$ cat config.mk
export PLATFORM = sky130hd
export DESIGN_NAME = fpu_wb_arbiter_flat
export DESIGN_NICKNAME = d
export VERILOG_FILES = /design/src/rtl/fpu_wb_arbiter_if.sv /design/src/rtl/fpu_wb_arbiter.sv /design/src/flat_wrapper.sv
export SDC_FILE = /design/constraint.sdc
export NUM_CORES = 1
export LEC_CHECK = 0
export ABC_AREA = 1
export ABC_CLOCK_PERIOD_IN_PS = 3000
export BUFFER_PORTS_ARGS = -buffer_cell sky130_fd_sc_hd__buf_2
export CAP_MARGIN = 20
export CORE_MARGIN = 1.5
export CORE_UTILIZATION = 47
export CTS_BUF_LIST = sky130_fd_sc_hd__clkbuf_4 sky130_fd_sc_hd__clkbuf_8
export DETAILED_ROUTE_END_ITERATION = 8
export PLACE_DENSITY = 0.83
export SYNTH_ARGS = -nofsm -noshare
export SYNTH_HDL_FRONTEND = slang
export SYNTH_SLANG_ARGS = --single-unit
$ cat constraint.sdc
create_clock -name clk_i -period 3 [get_ports clk_i]
set_input_delay 0.6 -clock clk_i [delete_from_list [all_inputs] [get_ports clk_i]]
set_output_delay 0.6 -clock clk_i [all_outputs]
set_load 0.02 [all_outputs]
$ cat src/rtl/fpu_wb_arbiter_if.sv
// fpu_wb_arbiter_if: result ports, write port, scoreboard and flag signals of the FP write-back arbiter.
interface fpu_wb_arbiter_if #(
    parameter int DATA_WIDTH = 32,
    parameter int ADDR_WIDTH = 5,
    parameter int FLAG_WIDTH = 5
);
    logic                     l_valid_i;
    logic [ADDR_WIDTH-1:0]    l_rd_addr_i;
    logic [DATA_WIDTH-1:0]    l_rd_data_i;
    logic                     a_valid_i;
    logic                     a_ready_o;
    logic [ADDR_WIDTH-1:0]    a_rd_addr_i;
    logic [DATA_WIDTH-1:0]    a_rd_data_i;
    logic [FLAG_WIDTH-1:0]    a_fflags_i;
    logic                     b_valid_i;
    logic                     b_ready_o;
    logic [ADDR_WIDTH-1:0]    b_rd_addr_i;
    logic [DATA_WIDTH-1:0]    b_rd_data_i;
    logic [FLAG_WIDTH-1:0]    b_fflags_i;
    logic                     iss_valid_i;
    logic [ADDR_WIDTH-1:0]    iss_rd_addr_i;
    logic                     rd_wren_o;
    logic [ADDR_WIDTH-1:0]    rd_addr_o;
    logic [DATA_WIDTH-1:0]    rd_data_o;
    logic [2**ADDR_WIDTH-1:0] busy_o;
    logic                     fflags_clr_i;
    logic [FLAG_WIDTH-1:0]    fflags_o;
    modport slave (
        input  l_valid_i, l_rd_addr_i, l_rd_data_i,
        input  a_valid_i, a_rd_addr_i, a_rd_data_i, a_fflags_i,
        input  b_valid_i, b_rd_addr_i, b_rd_data_i, b_fflags_i,
        input  iss_valid_i, iss_rd_addr_i, fflags_clr_i,
        output a_ready_o, b_ready_o, rd_wren_o, rd_addr_o, rd_data_o, busy_o, fflags_o
    );
    modport master (
        output l_valid_i, l_rd_addr_i, l_rd_data_i,
        output a_valid_i, a_rd_addr_i, a_rd_data_i, a_fflags_i,
        output b_valid_i, b_rd_addr_i, b_rd_data_i, b_fflags_i,
        output iss_valid_i, iss_rd_addr_i, fflags_clr_i,
        input  a_ready_o, b_ready_o, rd_wren_o, rd_addr_o, rd_data_o, busy_o, fflags_o
    );
endinterface

$ cat src/rtl/fpu_wb_arbiter.sv
// fpu_wb_arbiter: FP register-file write-back arbiter (load > round-robin FMA/divsqrt),
// with a pending-write scoreboard and sticky exception flags.
module fpu_wb_arbiter #(
    parameter int DATA_WIDTH = 32,
    parameter int ADDR_WIDTH = 5,
    parameter int FLAG_WIDTH = 5
) (
    input logic              clk_i,
    input logic              rst_i,
    fpu_wb_arbiter_if.slave  bus
);
    localparam int NREG = 2**ADDR_WIDTH;
    logic                  ptr_b;
    logic                  grant_a;
    logic                  grant_b;
    logic                  wr_en;
    logic [ADDR_WIDTH-1:0] win_addr;
    logic [DATA_WIDTH-1:0] win_data;
    logic [FLAG_WIDTH-1:0] win_flags;
    logic [NREG-1:0]       set_v;
    logic [NREG-1:0]       clr_v;
    always_comb begin
        grant_a   = !rst_i && !bus.l_valid_i && bus.a_valid_i && (!bus.b_valid_i || !ptr_b);
        grant_b   = !rst_i && !bus.l_valid_i && bus.b_valid_i && (!bus.a_valid_i || ptr_b);
        win_addr  = bus.l_valid_i ? bus.l_rd_addr_i : grant_a ? bus.a_rd_addr_i : bus.b_rd_addr_i;
        win_data  = bus.l_valid_i ? bus.l_rd_data_i : grant_a ? bus.a_rd_data_i : bus.b_rd_data_i;
        win_flags = grant_a ? bus.a_fflags_i : grant_b ? bus.b_fflags_i : '0;
        // x0 is hardwired: the handshake completes but nothing is written
        wr_en     = (bus.l_valid_i || grant_a || grant_b) && win_addr != '0;
        set_v     = (bus.iss_valid_i && bus.iss_rd_addr_i != '0) ? NREG'(1) << bus.iss_rd_addr_i : '0;
        clr_v     = bus.rd_wren_o ? NREG'(1) << bus.rd_addr_o : '0;
    end
    assign bus.a_ready_o = grant_a;
    assign bus.b_ready_o = grant_b;
    always_ff @(posedge clk_i or posedge rst_i) begin
        if (rst_i) begin
            ptr_b         <= 1'b0;
            bus.rd_wren_o <= 1'b0;
            bus.rd_addr_o <= '0;
            bus.rd_data_o <= '0;
            bus.busy_o    <= '0;
            bus.fflags_o  <= '0;
        end else begin
            bus.rd_wren_o <= wr_en;
            if (wr_en) begin
                bus.rd_addr_o <= win_addr;
                bus.rd_data_o <= win_data;
            end
            if (grant_a || grant_b)
                ptr_b <= !ptr_b;
            // a younger issue to the committing register keeps it busy
            bus.busy_o   <= (bus.busy_o & ~clr_v) | set_v;
            bus.fflags_o <= (bus.fflags_clr_i ? '0 : bus.fflags_o) | win_flags;
        end
    end
endmodule

$ cat src/flat_wrapper.sv
// flat-port wrapper written by rule: the top's interface ports become plain ports
module fpu_wb_arbiter_flat 
#(
    parameter int DATA_WIDTH = 32,
    parameter int ADDR_WIDTH = 5,
    parameter int FLAG_WIDTH = 5
)
  (clk_i, rst_i, bus_l_valid_i, bus_l_rd_addr_i, bus_l_rd_data_i, bus_a_valid_i, bus_a_rd_addr_i, bus_a_rd_data_i, bus_a_fflags_i, bus_b_valid_i, bus_b_rd_addr_i, bus_b_rd_data_i, bus_b_fflags_i, bus_iss_valid_i, bus_iss_rd_addr_i, bus_fflags_clr_i, bus_a_ready_o, bus_b_ready_o, bus_rd_wren_o, bus_rd_addr_o, bus_rd_data_o, bus_busy_o, bus_fflags_o);
  fpu_wb_arbiter_if #(.DATA_WIDTH(DATA_WIDTH), .ADDR_WIDTH(ADDR_WIDTH), .FLAG_WIDTH(FLAG_WIDTH)) bus_i ();
  input logic clk_i;
  input logic rst_i;
  input wire logic [$bits(bus_i.l_valid_i)-1:0] bus_l_valid_i;
  input wire logic [$bits(bus_i.l_rd_addr_i)-1:0] bus_l_rd_addr_i;
  input wire logic [$bits(bus_i.l_rd_data_i)-1:0] bus_l_rd_data_i;
  input wire logic [$bits(bus_i.a_valid_i)-1:0] bus_a_valid_i;
  input wire logic [$bits(bus_i.a_rd_addr_i)-1:0] bus_a_rd_addr_i;
  input wire logic [$bits(bus_i.a_rd_data_i)-1:0] bus_a_rd_data_i;
  input wire logic [$bits(bus_i.a_fflags_i)-1:0] bus_a_fflags_i;
  input wire logic [$bits(bus_i.b_valid_i)-1:0] bus_b_valid_i;
  input wire logic [$bits(bus_i.b_rd_addr_i)-1:0] bus_b_rd_addr_i;
  input wire logic [$bits(bus_i.b_rd_data_i)-1:0] bus_b_rd_data_i;
  input wire logic [$bits(bus_i.b_fflags_i)-1:0] bus_b_fflags_i;
  input wire logic [$bits(bus_i.iss_valid_i)-1:0] bus_iss_valid_i;
  input wire logic [$bits(bus_i.iss_rd_addr_i)-1:0] bus_iss_rd_addr_i;
  input wire logic [$bits(bus_i.fflags_clr_i)-1:0] bus_fflags_clr_i;
  output wire logic [$bits(bus_i.a_ready_o)-1:0] bus_a_ready_o;
  output wire logic [$bits(bus_i.b_ready_o)-1:0] bus_b_ready_o;
  output wire logic [$bits(bus_i.rd_wren_o)-1:0] bus_rd_wren_o;
  output wire logic [$bits(bus_i.rd_addr_o)-1:0] bus_rd_addr_o;
  output wire logic [$bits(bus_i.rd_data_o)-1:0] bus_rd_data_o;
  output wire logic [$bits(bus_i.busy_o)-1:0] bus_busy_o;
  output wire logic [$bits(bus_i.fflags_o)-1:0] bus_fflags_o;
  assign bus_i.l_valid_i = bus_l_valid_i;
  assign bus_i.l_rd_addr_i = bus_l_rd_addr_i;
  assign bus_i.l_rd_data_i = bus_l_rd_data_i;
  assign bus_i.a_valid_i = bus_a_valid_i;
  assign bus_i.a_rd_addr_i = bus_a_rd_addr_i;
  assign bus_i.a_rd_data_i = bus_a_rd_data_i;
  assign bus_i.a_fflags_i = bus_a_fflags_i;
  assign bus_i.b_valid_i = bus_b_valid_i;
  assign bus_i.b_rd_addr_i = bus_b_rd_addr_i;
  assign bus_i.b_rd_data_i = bus_b_rd_data_i;
  assign bus_i.b_fflags_i = bus_b_fflags_i;
  assign bus_i.iss_valid_i = bus_iss_valid_i;
  assign bus_i.iss_rd_addr_i = bus_iss_rd_addr_i;
  assign bus_i.fflags_clr_i = bus_fflags_clr_i;
  assign bus_a_ready_o = bus_i.a_ready_o;
  assign bus_b_ready_o = bus_i.b_ready_o;
  assign bus_rd_wren_o = bus_i.rd_wren_o;
  assign bus_rd_addr_o = bus_i.rd_addr_o;
  assign bus_rd_data_o = bus_i.rd_data_o;
  assign bus_busy_o = bus_i.busy_o;
  assign bus_fflags_o = bus_i.fflags_o;
  fpu_wb_arbiter #(.DATA_WIDTH(DATA_WIDTH), .ADDR_WIDTH(ADDR_WIDTH), .FLAG_WIDTH(FLAG_WIDTH)) u_core (.clk_i(clk_i), .rst_i(rst_i), .bus(bus_i));
endmodule
### Yosys cells after proc, flatten, opt, wreduce, memory -nomap -nowiden

Cells that the tools add are included.

* multiplexer cells: 9
* bitwise gates (word level): 4
* shift operators: 2
* reductions and logical operators: 19

Operators with widths (number)
* $mux W32: 4
* $shl A1 B5 Y32 const A: 2
* $and A32 B32 Y32: 1
* $not A32 Y32: 1
* $or A32 B32 Y32: 1
* $mux W5: 5
* $reduce_bool A5 Y1: 2
* $logic_and A1 B1 Y1: 7
* $logic_not A1 Y1: 5
* $logic_or A1 B1 Y1: 5
* $or A5 B5 Y5: 1

* register bits after elaboration: 76
* input port bits: 133

### Longest topological paths before layout

Gate-level depths: netlist of the first run.

* depth after elaboration: 8
* gate-level depth with buffers: 13
* gate-level depth less buffers: 10

### Worst setup path before layout of the first run

No wires, ideal clock.

* path kind: input -> output
* start: in bus_l_valid_i
* end: out bus_a_ready_o
* data arrival time: 1.456 ns
* stages on the path: 5
* slack: 0.944 ns
* required time: 2.400 ns
* cell sequence: buf_6 nor2_8 nand3_4 inv_2 clkbuf_1

* cells in the longest elaborated chain, start to end: 4

Ends and longest elaborated chain
* start: declaration: line flat_wrapper.sv:12 `input wire logic [$bits(bus_i.l_valid_i)-1:0] bus_l_valid_i;`
* $logic_not A1 Y1: line fpu_wb_arbiter.sv:23 `grant_a = !rst_i && !bus.l_valid_i && bus.a_valid_i && (!bus.b_valid_i || !ptr_b);`
* $logic_and A1 B1 Y1 (3 in a row): line fpu_wb_arbiter.sv:23
* end: declaration: line flat_wrapper.sv:26 `output wire logic [$bits(bus_i.a_ready_o)-1:0] bus_a_ready_o;`

Every way passes these cells.

### Worst setup path in the final report of the first run

* start: in bus_l_valid_i
* end: out bus_b_ready_o

* cells in the longest elaborated chain, start to end: 4

Ends and longest elaborated chain
* $logic_not A1 Y1: line fpu_wb_arbiter.sv:24 `grant_b = !rst_i && !bus.l_valid_i && bus.b_valid_i && (!bus.a_valid_i || ptr_b);`
* $logic_and A1 B1 Y1 (3 in a row): line fpu_wb_arbiter.sv:24
* end: declaration: line flat_wrapper.sv:27 `output wire logic [$bits(bus_i.b_ready_o)-1:0] bus_b_ready_o;`

Every way passes these cells.

==> impl_metrics.toml, run 1 <==
[critical_path]
worstPathArrival_ps = 1530
path_class = "in -> out"
critPathLaunchType = "input port"
cp_max_fo = 9
cp-end-kind = "primary output"
cp_data_required_time_ps = 2400
rr_startpoint = "u_core.ptr_b$_DFFE_PP0P_"
crit_start = "bus_l_valid_i"

[die]
die_w_um = 95.01
rows = 33
ios = 210
fp.dieArea_mm2 = 0.009027
die_h_um = 95.01
initial_core_util_pct = 48.42
core_mm2 = 0.008217

[yosys]
synthMuxAreaShare_pct = 0
synth.distinct_cells = 24
ys_seq_area_share_pct = 47.80
synthCells = 531
synth_fa_ha_area_share_pct = 0
ys_ff_latch = 76
syn_nets = 664
synth_warnings = 0
synth-xor-area-share_pct = 0.2201
synth_compound_area_share_pct = 14.87
synth-simple-area-share_pct = 30.63
syn_avg_cell_area_um2 = 7.493
synth_top_family_by_area = "simple AND/OR/NAND/NOR gates"
synth_area_mm2 = 0.003979

[sta]
hold_slack_ps = 445.9
worstMarginPinSlew_ps = 796.3
setup_viol = 0
worst_slack_ps = 867.6
fmax_ghz = 0.4689
hold_viol_final = 0
fin_skew_ps = 8.059
finalCritPeriodShare_pct = 71.08
drv_slew = 0
rsz0062_at_grt = "false"
period_minus_slack_ps = 2132
setup_tns_ps = 0
relSlewSlack_pct = 46.84

[global_routing]
grt_pass1_wl_um = 18660
grt_pass1_vias = 3931
grtUsageMet1_pct = 32.77
antenna_found_initial = 0
grt_max_degree = 65
grt_use_total_pct = 26.84
busiest_layer = "met2"
overflow = 0
grtUsageMet2_pct = 46.31
grtUsageMet3_pct = 5.662

[placed_design]
post-dp-hpwl_um = 9387
place.gp.congestion = 0.8893
io_buffers = 209
place_ws_ps = 743.2

[routing]
drc = 0
via_per_inst = 5.354
wire_per_inst_um = 14.56
drt-total-wl_um = 12200
initialDrtViolationCount = 234
ant_nets = 0
num_vias = 4487
firstDrtPassIters = 6

[power_and_ir_drop]
p_leak_nw = 2.761
power_density_mw_per_mm2 = 727.5
max-vdd-ir-drop_uv = 304.6

[final_layout]
num-nets-final = 861
drive_above_1_share_pct = 32.88
fin_util_pct = 64.49
diodes = 0
syn_to_final_growth_pct = 33.18

[clock_network]
clock_sinks = 76
root_buffer = "clkbuf_8"
clk_pin_slew_ps = 80
cts_made_buffers = 9
clk_latency_ps = 340
ctsHoldBuffers = 0
cts_tree = "built"
cts_resized = 0
clk_path_buf_depth = 2
post_cts_buffers = 0
cts_htree_levels = 3

[hold_path]
holdCritPathClass = "in -> async"

[status]
status = "complete, no violations"

[run]
cap_violations = 0
==> routing by layer <==
layer,vias up,part of all wire (%)
li1,2167,-
met1,2057,39
met2,235,51
met3,28,7.4
met4,0,3.0
met5,-,0
==> registers in the layout, summed over array words and instances, names as in the netlist <==
signal                cells
u_core.bus.busy_o        32
u_core.bus.fflags_o       5
u_core.bus.rd_addr_o      5
u_core.bus.rd_data_o     32
u_core.bus.rd_wren_o      1
u_core.ptr_b              1
==> metrics by stage <==
stage          instances  power (mW)  cell area (um2)
2_1_floorplan        531       2.372             3979
3_3_place_gp         822       2.887             5060
3_5_place_dp         822       2.942             5060
4_1_cts              838       3.872             5299
5_1_grt              838       4.077             5299
6_report             838       3.855             5299
==> logic make-up (layout without fill, tap and decap cells) <==
kind of cell,count (synthesis),count (layout)
AOI/OAI and AO/OA,106,106
xor gates and xnor gates,1,1
buffers and inverters,57,259
DFF,76,76
and+or+nand+nor,291,291
==> synthesized netlist by cell type <==
cell type  number  area, um2
nand2_1       181      679.4
dfrtp_1        76       1902
o21ai_0        66      330.3
nand3_1        47      235.2
nor2_1         42      157.7
a31oi_1        32      200.2
inv_1          24      90.09
clkbuf_1       18      67.56
nor3_1         11      55.05
buf_2           8      40.04
nand4_1         7      43.79
a22oi_1         4      30.03
buf_6           4      45.04
a21oi_2         1      8.760
buf_1           1      3.750
buf_4           1      7.510
inv_2           1      3.750
nand3_2         1      10.01
nand3_4         1      17.52
nor2_8          1      20.02
o211ai_1        1      7.510
o21a_1          1      7.510
o31ai_1         1      7.510
xor2_1          1      8.760
==> critical path: stages <==
cell and delay [ps]:
buf_2 180, nor2_8 160, nand2_1 70, a21oi_2 280, buf_2 240
==> layout by cell type, fill, tap and decap left out, drive strengths merged <==
| master | instances |
|---|---|
| clkbuf | 11 |
| bufinv | 3 |
| clkinv | 2 |
| o31ai | 1 |
| nand4 | 7 |
| nand2 | 181 |
| a22oi | 4 |
| o21ai | 66 |
| buf | 218 |
| inv | 25 |
| dfrtp | 76 |
| nor2 | 43 |
| o21a | 1 |
| nand3 | 49 |
| xor2 | 1 |
| a31oi | 32 |
| a21oi | 1 |
| o211ai | 1 |
| nor3 | 11 |
==> final cells by class <==
type | count | area, um2
flip-flops and latches | 76 | 1902
repair buffers | 218 | 1114
fillers | 729 | 2918
inverters | 25 | 93.84
clock inverters | 5 | 100.1
well taps | 105 | 131.4
multi-input cells | 398 | 1819
clock buffers | 11 | 138.9
==> worst paths after layout <==
check / endpoint / slack [ps] / cells past startpoint
max: bus_b_ready_o / 870 / 5
min: u_core.bus.busy_o[13]$_DFF_PP0_ / 450 / 2
max reg2reg: u_core.bus.rd_data_o[30]$_DFFE_PP0P_ / 1090 / 8
min reg2reg: u_core.bus.rd_data_o[8]$_DFFE_PP0P_ / 470 / 2
max in group asynchronous: u_core.bus.rd_data_o[24]$_DFFE_PP0P_ / 1790 / 3
min in group clk_i: u_core.bus.rd_data_o[8]$_DFFE_PP0P_ / 470 / 2
==> where the power goes <==
part,internal [mW],switching [mW],total [mW]
combinational,0.465,0.924,1.39
clock,0.569,0.366,0.935
sequential,1.34,0.195,1.53
Note: power is estimated with default switching activity, not from simulation.
==> run 2, diff against run 1 <==
--- a/config.mk
+++ b/config.mk
@@ -6,7 +6,7 @@
 export NUM_CORES = 1
 export LEC_CHECK = 0
 export ABC_AREA = 1
-export ABC_CLOCK_PERIOD_IN_PS = 3000
+export ABC_CLOCK_PERIOD_IN_PS = 2000
 export BUFFER_PORTS_ARGS = -buffer_cell sky130_fd_sc_hd__buf_2
 export CAP_MARGIN = 20
 export CORE_MARGIN = 1.5
==> constraint.sdc (replaced) <==
create_clock -name clk_i -period 2 [get_ports clk_i]
set_input_delay 0.4 -clock clk_i [delete_from_list [all_inputs] [get_ports clk_i]]
set_output_delay 0.4 -clock clk_i [all_outputs]
set_load 0.02 [all_outputs]
==> run 2 against run 1 <==
  * Final cell count unchanged
  * Sequential share of layout area down 0.30 points
  * Core utilization up 0.55 points
  * Sequential power up 50%
  * Power up 45%
  * Non-clock buffer count up 1
  * Largest power group unchanged
  * Critical endpoint is now bus_a_ready_o
  * Sequential cell count unchanged
  * First-iteration DRC count down 9.0%
  * Register-to-register slack worse by 940 ps
  * Combinational power up 53%
  * Wire length up 0.40%
  * Global-route usage down 0.088 points
==> impl_metrics.toml, run 2 (synthesized netlist as in run 1, its figures left out) <==
[die]
rows = 33
initial_core_util_pct = 48.42
die_h_um = 95.01
ios = 210
core_mm2 = 0.008217
fp.dieArea_mm2 = 0.009027
die_w_um = 95.01

[final_layout]
fin_util_pct = 65.04
fillerInstances = 726
fin_cells = 838
syn_to_final_growth_pct = 34.31
diodes = 0
top_regs = "u_core.bus.busy_o: 32 flops, u_core.bus.rd_data_o: 32 flops"
num-nets-final = 862
layout_commonest_cell = "buf_2"
drive_above_1_share_pct = 33.02
layout_common_cells = "209 x buf_2, 180 x nand2_1, 76 x dfrtp_1"

[global_routing]
grt_max_degree = 65
grtUsageMet1_pct = 31.70
overflow = 0
grtUsageMet2_pct = 47.14
antenna_found_initial = 0
grt_pass1_wl_um = 18630
grt_use_total_pct = 26.76
grt_pass1_vias = 4065
busiest_layer = "met2"
grtUsageMet3_pct = 4.306

[critical_path]
crit_start = "u_core.ptr_b$_DFFE_PP0P_"
r2r_end = "u_core.bus.rd_data_o[20]$_DFFE_PP0P_"
rr_startpoint = "u_core.ptr_b$_DFFE_PP0P_"
r2r_setup_slack_ps = 150
reg2regPathDepth = 10
worstPathArrival_ps = 1460
path_class = "reg -> out"
critPathLaunchType = "register"
cp_data_required_time_ps = 1600
cp_max_fo = 16
cp-end-kind = "primary output"

[power_and_ir_drop]
p_leak_nw = 2.763
power_density_mw_per_mm2 = 1045
max-vdd-ir-drop_uv = 400.4

[placed_design]
place.gp.congestion = 0.9533
post-dp-hpwl_um = 9426
io_buffers = 209
dp.cells = 823

[routing]
initialDrtViolationCount = 213
drc = 0
ant_nets = 0
num_vias = 4482
via_per_inst = 5.348
wire_per_inst_um = 14.62
firstDrtPassIters = 5
drt-total-wl_um = 12250

[sta]
hold_viol_final = 0
drv_slew = 0
fmax_ghz = 0.5379
setup_tns_ps = 0
worstMarginPinSlew_ps = 582.4
period_minus_slack_ps = 1859
fin_skew_ps = 11.99
setup_viol = 0
rsz0062_at_grt = "false"
finalCritPeriodShare_pct = 92.95
relSlewSlack_pct = 61.09

[status]
status = "complete, no violations"

[clock_network]
clk_path_buf_depth = 2
cts_made_buffers = 9
cts_tree = "built"
clk_latency_ps = 340
root_buffer = "clkbuf_8"
cts_htree_levels = 3
post_cts_buffers = 0
clock_sinks = 76
clk_pin_slew_ps = 80
cts_resized = 0
ctsHoldBuffers = 0

[run]
cap_violations = 0

[hold_path]
holdCritPathClass = "in -> async"
run 2: layer usage:
metal | up-vias | share of wire, %
met5 | - | 0
met4 | 0 | 3.6
met3 | 27 | 6.3
met2 | 206 | 51
met1 | 2087 | 39
li1 | 2162 | -
run 2: area by class of cell:
class,count,area (um2),area share (%)
multi-input combinational,398,1822,34.09
inverter,25,97.59,1.826
tap,105,131.4,2.458
sequential,76,1902,35.59
clock buffer,11,145.1,2.716
timing repair buffer,219,1196,22.38
clock inverter,4,50.05,0.9365
run 2: how the worst max path moves through the flow:
stage	to	slack, ps
3_5_place_dp	u_core.bus.rd_data_o[20]$_DFFE_PP0P_	40
5_1_grt	u_core.bus.rd_data_o[20]$_DFFE_PP0P_	3
2_1_floorplan	u_core.bus.rd_data_o[21]$_DFFE_PP0P_	190
3_3_place_gp	u_core.bus.rd_addr_o[1]$_DFFE_PP0P_	140
4_1_cts	bus_a_ready_o	130
6_report	bus_a_ready_o	140
run 2: per-stage QoR:
step           worst slack [ps]  area, um2  hold WS [ps]  power (mW)
2_1_floorplan             194.0       3983         507.3       3.559
3_5_place_dp              37.45       5146         453.1       4.449
3_3_place_gp              140.8       5146         449.4       4.361
5_1_grt                   3.394       5344         193.3       5.924
6_report                  141.0       5344         164.2       5.585
4_1_cts                   132.6       5341         183.4       5.610
run 2: where the power goes:
group / internal, mW / switching [mW] / total (mW)
combinational: 0.721 / 1.41 / 2.13
clock: 0.616 / 0.544 / 1.16
sequential: 2.00 / 0.293 / 2.30
total: 3.34 / 2.24 / 5.58
run 2: critical path, cell delays in order, from the launching register on:
cell	delay [ps]
dfrtp_1	390
nand2_1	170
nand3_4	130
inv_2	230
buf_2	220
